<file path="config.mk">
export PLATFORM = sky130hd
export DESIGN_NAME = trace_readout_flat
export DESIGN_NICKNAME = d
export VERILOG_FILES = /design/src/rtl/trace_readout_if.sv /design/src/rtl/trace_readout.sv /design/src/flat_wrapper.sv
export SDC_FILE = /design/constraint.sdc
export NUM_CORES = 1
export LEC_CHECK = 0
export ABC_CLOCK_PERIOD_IN_PS = 6100
export BUFFER_PORTS_ARGS = -buffer_cell sky130_fd_sc_hd__buf_2
export CAP_MARGIN = 10
export CORE_ASPECT_RATIO = 1.1
export CORE_MARGIN = 2
export CORE_UTILIZATION = 59
export CTS_CLUSTER_DIAMETER = 80
export CTS_CLUSTER_SIZE = 10
export DETAILED_ROUTE_END_ITERATION = 16
export GPL_TIMING_DRIVEN = 0
export PLACE_DENSITY = 0.89
export SYNTH_ARGS = -nofsm -noshare
export SYNTH_HDL_FRONTEND = slang
export SYNTH_SLANG_ARGS = --single-unit
</file>
<file path="constraint.sdc">
create_clock -name clk -period 6.1 [get_ports clk]
set_input_delay 0.61 -clock clk [delete_from_list [all_inputs] [get_ports clk]]
set_output_delay 0.61 -clock clk [all_outputs]
set_load 0.02 [all_outputs]
</file>
<file path="src/rtl/trace_readout_if.sv">
// trace_readout_if -- bundles the signals of the trace readout engine.
//
// Handshake rules:
//   start/abort : level-sampled control inputs. start is acted on only while
//                 busy=0. abort cancels a dump in any busy state.
//   tb_rd_en    : one-cycle read strobe to the trace buffer. The buffer returns
//                 tb_dout on the following cycle. No back-pressure.
//   tdo_valid /
//   shift_en    : valid/ready pair for the serial stream. One bit moves on
//                 every rising edge where tdo_valid && shift_en. While
//                 shift_en=0, tdo and frame hold their values. A bit whose
//                 cycle also carries abort or reset is not transferred.
//
// Modports:
//   master : the readout engine. Drives the buffer read strobe, the serial
//            stream and the status outputs.
//   slave  : the environment. Drives the controls, the buffer data and
//            shift_en.
//   fsm_state is a debug copy of the engine's state register.
interface trace_readout_if #(
    parameter int Fpay = 32,
    parameter int Aw   = 9
);
    logic            start;
    logic            abort;
    logic [Aw:0]     tb_level;
    logic            tb_rd_en;
    logic [Fpay-1:0] tb_dout;
    logic            shift_en;
    logic            tdo;
    logic            tdo_valid;
    logic            frame;
    logic            busy;
    logic            done;
    logic [Aw:0]     words_sent;
    logic [2:0]      fsm_state;

    modport master (
        input  start, abort, tb_level, tb_dout, shift_en,
        output tb_rd_en, tdo, tdo_valid, frame, busy, done, words_sent, fsm_state
    );

    modport slave (
        output start, abort, tb_level, tb_dout, shift_en,
        input  tb_rd_en, tdo, tdo_valid, frame, busy, done, words_sent, fsm_state
    );
endinterface

</file>
<file path="src/rtl/trace_readout.sv">
// trace_readout -- dumps the contents of a trace buffer as an LSB-first serial
// stream.
//
// When start is seen in IDLE, the engine latches tb_level as the word count N.
// For each word it then:
//   - issues one tb_rd_en (RD),
//   - captures tb_dout (CAP),
//   - shifts the Fpay bits out on tdo under shift_en control (SHIFT).
// After the last word it pulses done (FIN) and returns to IDLE.
//
// Ports:
//   clk   : rising-edge clock
//   reset : synchronous, active-high reset
//   bus   : trace_readout_if.master. Carries start, abort, tb_level,
//           tb_rd_en, tb_dout, shift_en, tdo, tdo_valid, frame, busy, done,
//           words_sent, plus fsm_state for debug.
module trace_readout #(
    parameter int Fpay = 32,
    parameter int Aw   = 9
) (
    input  logic             clk,
    input  logic             reset,
    trace_readout_if.master  bus
);
    localparam int              BW       = (Fpay > 1) ? $clog2(Fpay) : 1;
    localparam logic [BW-1:0]   LAST_BIT = BW'(Fpay - 1);

    typedef enum logic [2:0] {
        IDLE  = 3'd0,
        RD    = 3'd1,
        CAP   = 3'd2,
        SHIFT = 3'd3,
        FIN   = 3'd4
    } state_t;

    state_t          state, state_nxt;
    logic [Fpay-1:0] shift_reg, shift_nxt;
    logic [BW-1:0]   bit_cnt, bit_nxt;
    logic [Aw:0]     words_sent, words_nxt;
    logic [Aw:0]     n_words, n_nxt;
    // An empty dump spends two cycles in FIN so that done lands two cycles
    // after start. done is withheld during the first of those cycles.
    logic            empty_wait, empty_nxt;
    logic [Aw:0]     words_inc;

    always_ff @(posedge clk) begin
        if (reset) begin
            state      <= IDLE;
            shift_reg  <= '0;
            bit_cnt    <= '0;
            words_sent <= '0;
            n_words    <= '0;
            empty_wait <= 1'b0;
        end else begin
            state      <= state_nxt;
            shift_reg  <= shift_nxt;
            bit_cnt    <= bit_nxt;
            words_sent <= words_nxt;
            n_words    <= n_nxt;
            empty_wait <= empty_nxt;
        end
    end

    always_comb begin
        state_nxt = state;
        shift_nxt = shift_reg;
        bit_nxt   = bit_cnt;
        words_nxt = words_sent;
        n_nxt     = n_words;
        empty_nxt = empty_wait;
        // Aw+1 bits hold N up to 2**Aw, so this increment cannot wrap.
        words_inc = words_sent + 1'b1;

        if (state != IDLE && bus.abort) begin
            // abort beats shift_en. words_sent keeps the completed-word count.
            state_nxt = IDLE;
            empty_nxt = 1'b0;
        end else begin
            case (state)
                IDLE: begin
                    if (bus.start) begin
                        n_nxt     = bus.tb_level;
                        words_nxt = '0;
                        if (bus.tb_level == '0) begin
                            state_nxt = FIN;
                            empty_nxt = 1'b1;
                        end else begin
                            state_nxt = RD;
                        end
                    end
                end
                RD: begin
                    state_nxt = CAP;
                end
                CAP: begin
                    shift_nxt = bus.tb_dout;
                    bit_nxt   = '0;
                    state_nxt = SHIFT;
                end
                SHIFT: begin
                    if (bus.shift_en) begin
                        shift_nxt = shift_reg >> 1;
                        bit_nxt   = bit_cnt + 1'b1;
                        if (bit_cnt == LAST_BIT) begin
                            words_nxt = words_inc;
                            state_nxt = (words_inc < n_words) ? RD : FIN;
                        end
                    end
                end
                FIN: begin
                    if (empty_wait) begin
                        empty_nxt = 1'b0;
                    end else begin
                        state_nxt = IDLE;
                    end
                end
                default: begin
                    state_nxt = IDLE;
                end
            endcase
        end
    end

    assign bus.tb_rd_en   = (state == RD);
    assign bus.tdo_valid  = (state == SHIFT);
    assign bus.tdo        = (state == SHIFT) & shift_reg[0];
    assign bus.frame      = (state == SHIFT) && (bit_cnt == '0);
    assign bus.busy       = (state != IDLE);
    // An abort arriving in FIN suppresses the completion pulse.
    assign bus.done       = (state == FIN) && !empty_wait && !bus.abort;
    assign bus.words_sent = words_sent;
    assign bus.fsm_state  = state;
endmodule

</file>
<file path="src/flat_wrapper.sv">
// flat-port wrapper written by rule: the top's interface ports become plain ports
module trace_readout_flat 
#(
    parameter int Fpay = 32,
    parameter int Aw   = 9
)
  (clk, reset, bus_start, bus_abort, bus_tb_level, bus_tb_dout, bus_shift_en, bus_tb_rd_en, bus_tdo, bus_tdo_valid, bus_frame, bus_busy, bus_done, bus_words_sent, bus_fsm_state);
  trace_readout_if #(.Fpay(Fpay), .Aw(Aw)) bus_i ();
  input  logic clk;
  input  logic reset;
  input wire logic [$bits(bus_i.start)-1:0] bus_start;
  input wire logic [$bits(bus_i.abort)-1:0] bus_abort;
  input wire logic [$bits(bus_i.tb_level)-1:0] bus_tb_level;
  input wire logic [$bits(bus_i.tb_dout)-1:0] bus_tb_dout;
  input wire logic [$bits(bus_i.shift_en)-1:0] bus_shift_en;
  output wire logic [$bits(bus_i.tb_rd_en)-1:0] bus_tb_rd_en;
  output wire logic [$bits(bus_i.tdo)-1:0] bus_tdo;
  output wire logic [$bits(bus_i.tdo_valid)-1:0] bus_tdo_valid;
  output wire logic [$bits(bus_i.frame)-1:0] bus_frame;
  output wire logic [$bits(bus_i.busy)-1:0] bus_busy;
  output wire logic [$bits(bus_i.done)-1:0] bus_done;
  output wire logic [$bits(bus_i.words_sent)-1:0] bus_words_sent;
  output wire logic [$bits(bus_i.fsm_state)-1:0] bus_fsm_state;
  assign bus_i.start = bus_start;
  assign bus_i.abort = bus_abort;
  assign bus_i.tb_level = bus_tb_level;
  assign bus_i.tb_dout = bus_tb_dout;
  assign bus_i.shift_en = bus_shift_en;
  assign bus_tb_rd_en = bus_i.tb_rd_en;
  assign bus_tdo = bus_i.tdo;
  assign bus_tdo_valid = bus_i.tdo_valid;
  assign bus_frame = bus_i.frame;
  assign bus_busy = bus_i.busy;
  assign bus_done = bus_i.done;
  assign bus_words_sent = bus_i.words_sent;
  assign bus_fsm_state = bus_i.fsm_state;
  trace_readout #(.Fpay(Fpay), .Aw(Aw)) u_core (.clk(clk), .reset(reset), .bus(bus_i));
endmodule
</file>
==> results.py <==
metrics = {
    "global_routing": {
        "track_usage_pct": 26.7,
        "global_route_wire_length_before_repair_mm": 12.4,
        "antenna_found_initial": 0,
        "number_of_global_route_vias_before_repair": 2799,
        "grt_start_max_net_pins": 11,
        "grt_overflow": 0,
    },
    "floorplanning": {
        "die_width_um": 74.2,
        "area_of_the_die_sq_um": 6020,
        "coreArea_sq_um": 5290,
        "number_of_primary_i_o_pins": 66,
        "initial_core_util_pct": 60.4,
        "placementRows": 28,
        "dieHeight_um": 81.2,
    },
    "clock_network": {
        "ctsRootBufferMaster": "clkbuf_8",
        "cts_tree": "done",
        "post_cts_resize_count": 0,
        "cts_htree_levels": 3,
        "cts_inserted_buffers": 9,
        "count_of_clock_tree_sinks": 61,
        "cts_setup_buffers": 0,
        "cts_max_path_buffers": 2,
        "clk-insertion-delay-late_ns": 0.34,
        "path_clk_slew_ns": 0.07,
        "hold_buf_cts": 0,
    },
    "final_layout": {
        "largest_reg_flops": 32,
        "final_net_count": 492,
        "antenna_cells": 0,
        "area_growth_pct": 19.7,
        "stdcell_area_sq_um": 3830,
        "final_layout_size_suffix_gt1_share_pct": 26.3,
        "final-instance-count-excl-fill": 512,
        "n_fill_cell": 402,
    },
    "yosys": {
        "postSynth.topFlopCell": "dfxtp_1",
        "netlist-cell-type-count": 50,
        "synthDominantCellAreaShare_pct": 38.2,
        "syn-cell-area_sq_um": 3200,
        "mean_instance_size_in_the_synthesized_netlist_sq_um": 8.98,
        "netlist.top_cell.by_area": "dfxtp_1",
        "synth_async_sr_flop_share_pct": 0,
        "synth_edf_count": 0,
        "synth_nets": 416,
        "synthesis_stage_register_bit_count": 61,
        "netlist_instances": 356,
        "count_of_warnings_emitted_by_yosys": 0,
        "yosysSeqAreaShare_pct": 38.2,
        "synth.top_cells.by_area": "dfxtp_1 (38%), mux2i_1 (9.7%), ha_1 (5.1%)",
    },
    "setup_path": {
        "arrival_ns": 2.89,
        "setup.worst_path.start_class": "flop",
        "critical_path.max_fanout": 8,
        "crit_path_end_kind": "flop",
        "critPathRequiredTime_ns": 6.31,
        "setup.worst_path.class": "reg -> reg",
    },
    "timing": {
        "fin_tns_setup_ns": 0,
        "timing.final.crit_period_ns": 2.68,
        "unrepaired_setup_endpoints_after_global_routing": "false",
        "slew_headroom_pct": 55.3,
        "finalClockSkew_ns": 0.00459,
        "slew_violations": 0,
        "timing_hold_violations_final": 0,
        "worst_pin_slew_ns": 0.671,
        "setup_violations": 0,
        "timing.fmax_mhz": 373,
        "layout_worst_path_cycle_share_pct": 43.9,
    },
    "placed_design": {
        "placedInstanceArea_sq_um": 3610,
        "hpwl_mm": 5.47,
        "dpl.cell_count": 496,
        "port_buffers": 65,
        "finalWeightedCongestion": 0.894,
    },
    "power": {
        "leakagePower_nw": 1.76,
        "power_density_nw_per_um2": 233,
        "peakVddDrop_uv": 201,
        "finalPower_mw": 0.890,
    },
    "routing": {
        "number_of_vias_in_the_routed_layout": 2872,
        "drt_pass1_iterations": 4,
        "routed_wirelength_mm": 7.59,
        "mean_routed_wirelength_per_cell_um": 14.8,
        "first_iter_violations": 175,
        "drc": 0,
        "antenna_left": 0,
        "viasPerCell": 5.61,
    },
    "status": {
        "status": "complete, no violations",
    },
    "hold_path": {
        "timing.hold.worst.class": "reg -> reg",
    },
    "flow_run": {
        "timing.max_cap.violations": 0,
    },
}
layer usage:
| metal | vias up | wire length [um] | global-route usage, % |
|---|---|---|---|
| li1 | 1430 | - | - |
| met3 | 11 | 465 | 7.44 |
| met2 | 86 | 3950 | 47.9 |
| met1 | 1345 | 3070 | 30.2 |
| met5 | - | 0 | 0 |
| met4 | 0 | 108 | 9.09 |
kinds of logic after synthesis:
kind of cell             count (synthesis)  share of synthesized area, %
flip-flops                              61                          38.2
adder cells (fa/ha/maj)                 13                          5.09
buffers and inverters                   38                          6.03
XOR/XNOR                                 8                          2.19
multiplexers                            31                          9.71
AO/OA/AOI/OAI                           81                          18.8
AND/OR/NAND/NOR                        124                          20.0
cell usage after synthesis (2+ instances only):
library cell  instances
inv_1                16
buf_4                 5
mux2i_1              31
dfxtp_1              61
nor2_1               37
nand4_1               2
xnor2_1               5
ha_1                 13
a21o_1                2
and3_1                5
xor2_1                3
nor4_1                2
a211oi_2             11
and2_1                3
nand2_1              35
nand3_1              12
buf_2                 7
nor3_1                9
a22o_1                4
or4_1                 2
a211oi_1             21
or3_1                 3
o21ai_0               9
clkbuf_1              7
buf_6                 3
a21oi_1              24
critical path, cell delays in order, from the launching register on:
cell and delay (ns):
dfxtp_1 0.46, nand4_1 0.22, nor4_1 0.39, xor2_1 0.26
ha_1 0.28, and4_1 0.23, o311a_1 0.12, nor4b_1 0.46
o32ai_1 0.14
worst paths after layout:
path / to / cells after the start / start / slack [ns]
setup / recovery: u_core.bus.fsm_state[2] / 8 / u_core.bus.words_sent[2] / 3.42
hold reg to reg: u_core.n_words[6] / 2 / u_core.n_words[6] / 0.46
setup reg to reg: u_core.bus.fsm_state[2] / 8 / u_core.bus.words_sent[2] / 3.42
hold / removal: u_core.n_words[6] / 2 / u_core.n_words[6] / 0.46
power by group:
group          internal, mW  switching, mW  total (mW)
Sequential            0.409        0.00623       0.415
Clock                 0.222          0.161       0.383
Combinational        0.0388         0.0538      0.0925
Total                 0.670          0.221       0.890
cells in the final DEF, fill, tap and decap left out, types with 2 or more instances in the layout:
master	Yosys	final
clkbuf_1	7	8
a211oi_2	11	11
a21o_1	2	2
mux2i_1	31	31
and2_1	3	3
nor3_1	9	9
ha_1	13	13
nand4_1	2	2
a22o_1	4	4
a211oi_1	21	21
clkbuf_8	0	12
buf_2	7	72
a21oi_1	24	24
or4_1	2	2
or3_1	3	3
and3_1	5	5
nand2_1	35	35
inv_1	16	16
xor2_1	3	3
o21ai_0	9	9
nand3_1	12	12
nor4_1	2	2
xnor2_1	5	5
buf_6	3	3
nor2_1	37	37
dfxtp_1	61	61
buf_4	5	5
through the flow:
step | worst slack [ns] | utilization [%] | hold slack (ns)
global placement | 3.52 | 68.3 | 0.445
floorplan | 3.73 | - | 0.431
CTS | 3.46 | 72.3 | 0.460
finish | 3.42 | 72.3 | 0.458
global route | 3.15 | 72.3 | 0.474
detailed placement | 3.46 | 68.3 | 0.451
area by class of cell:
| type | count | area (sq um) | area share (%) |
|---|---|---|---|
| Buffer | 22 | 133 | 3.47 |
| Clock buffer | 13 | 169 | 4.41 |
| Clock inverter | 3 | 42.5 | 1.11 |
| Inverter | 16 | 60.1 | 1.57 |
| Multi-Input combinational cell | 257 | 1780 | 46.6 |
| Sequential cell | 61 | 1220 | 31.9 |
| Tap cell | 75 | 93.8 | 2.45 |
| Timing Repair Buffer | 65 | 325 | 8.50 |
No activity file was read; power rests on OpenSTA's default activity.
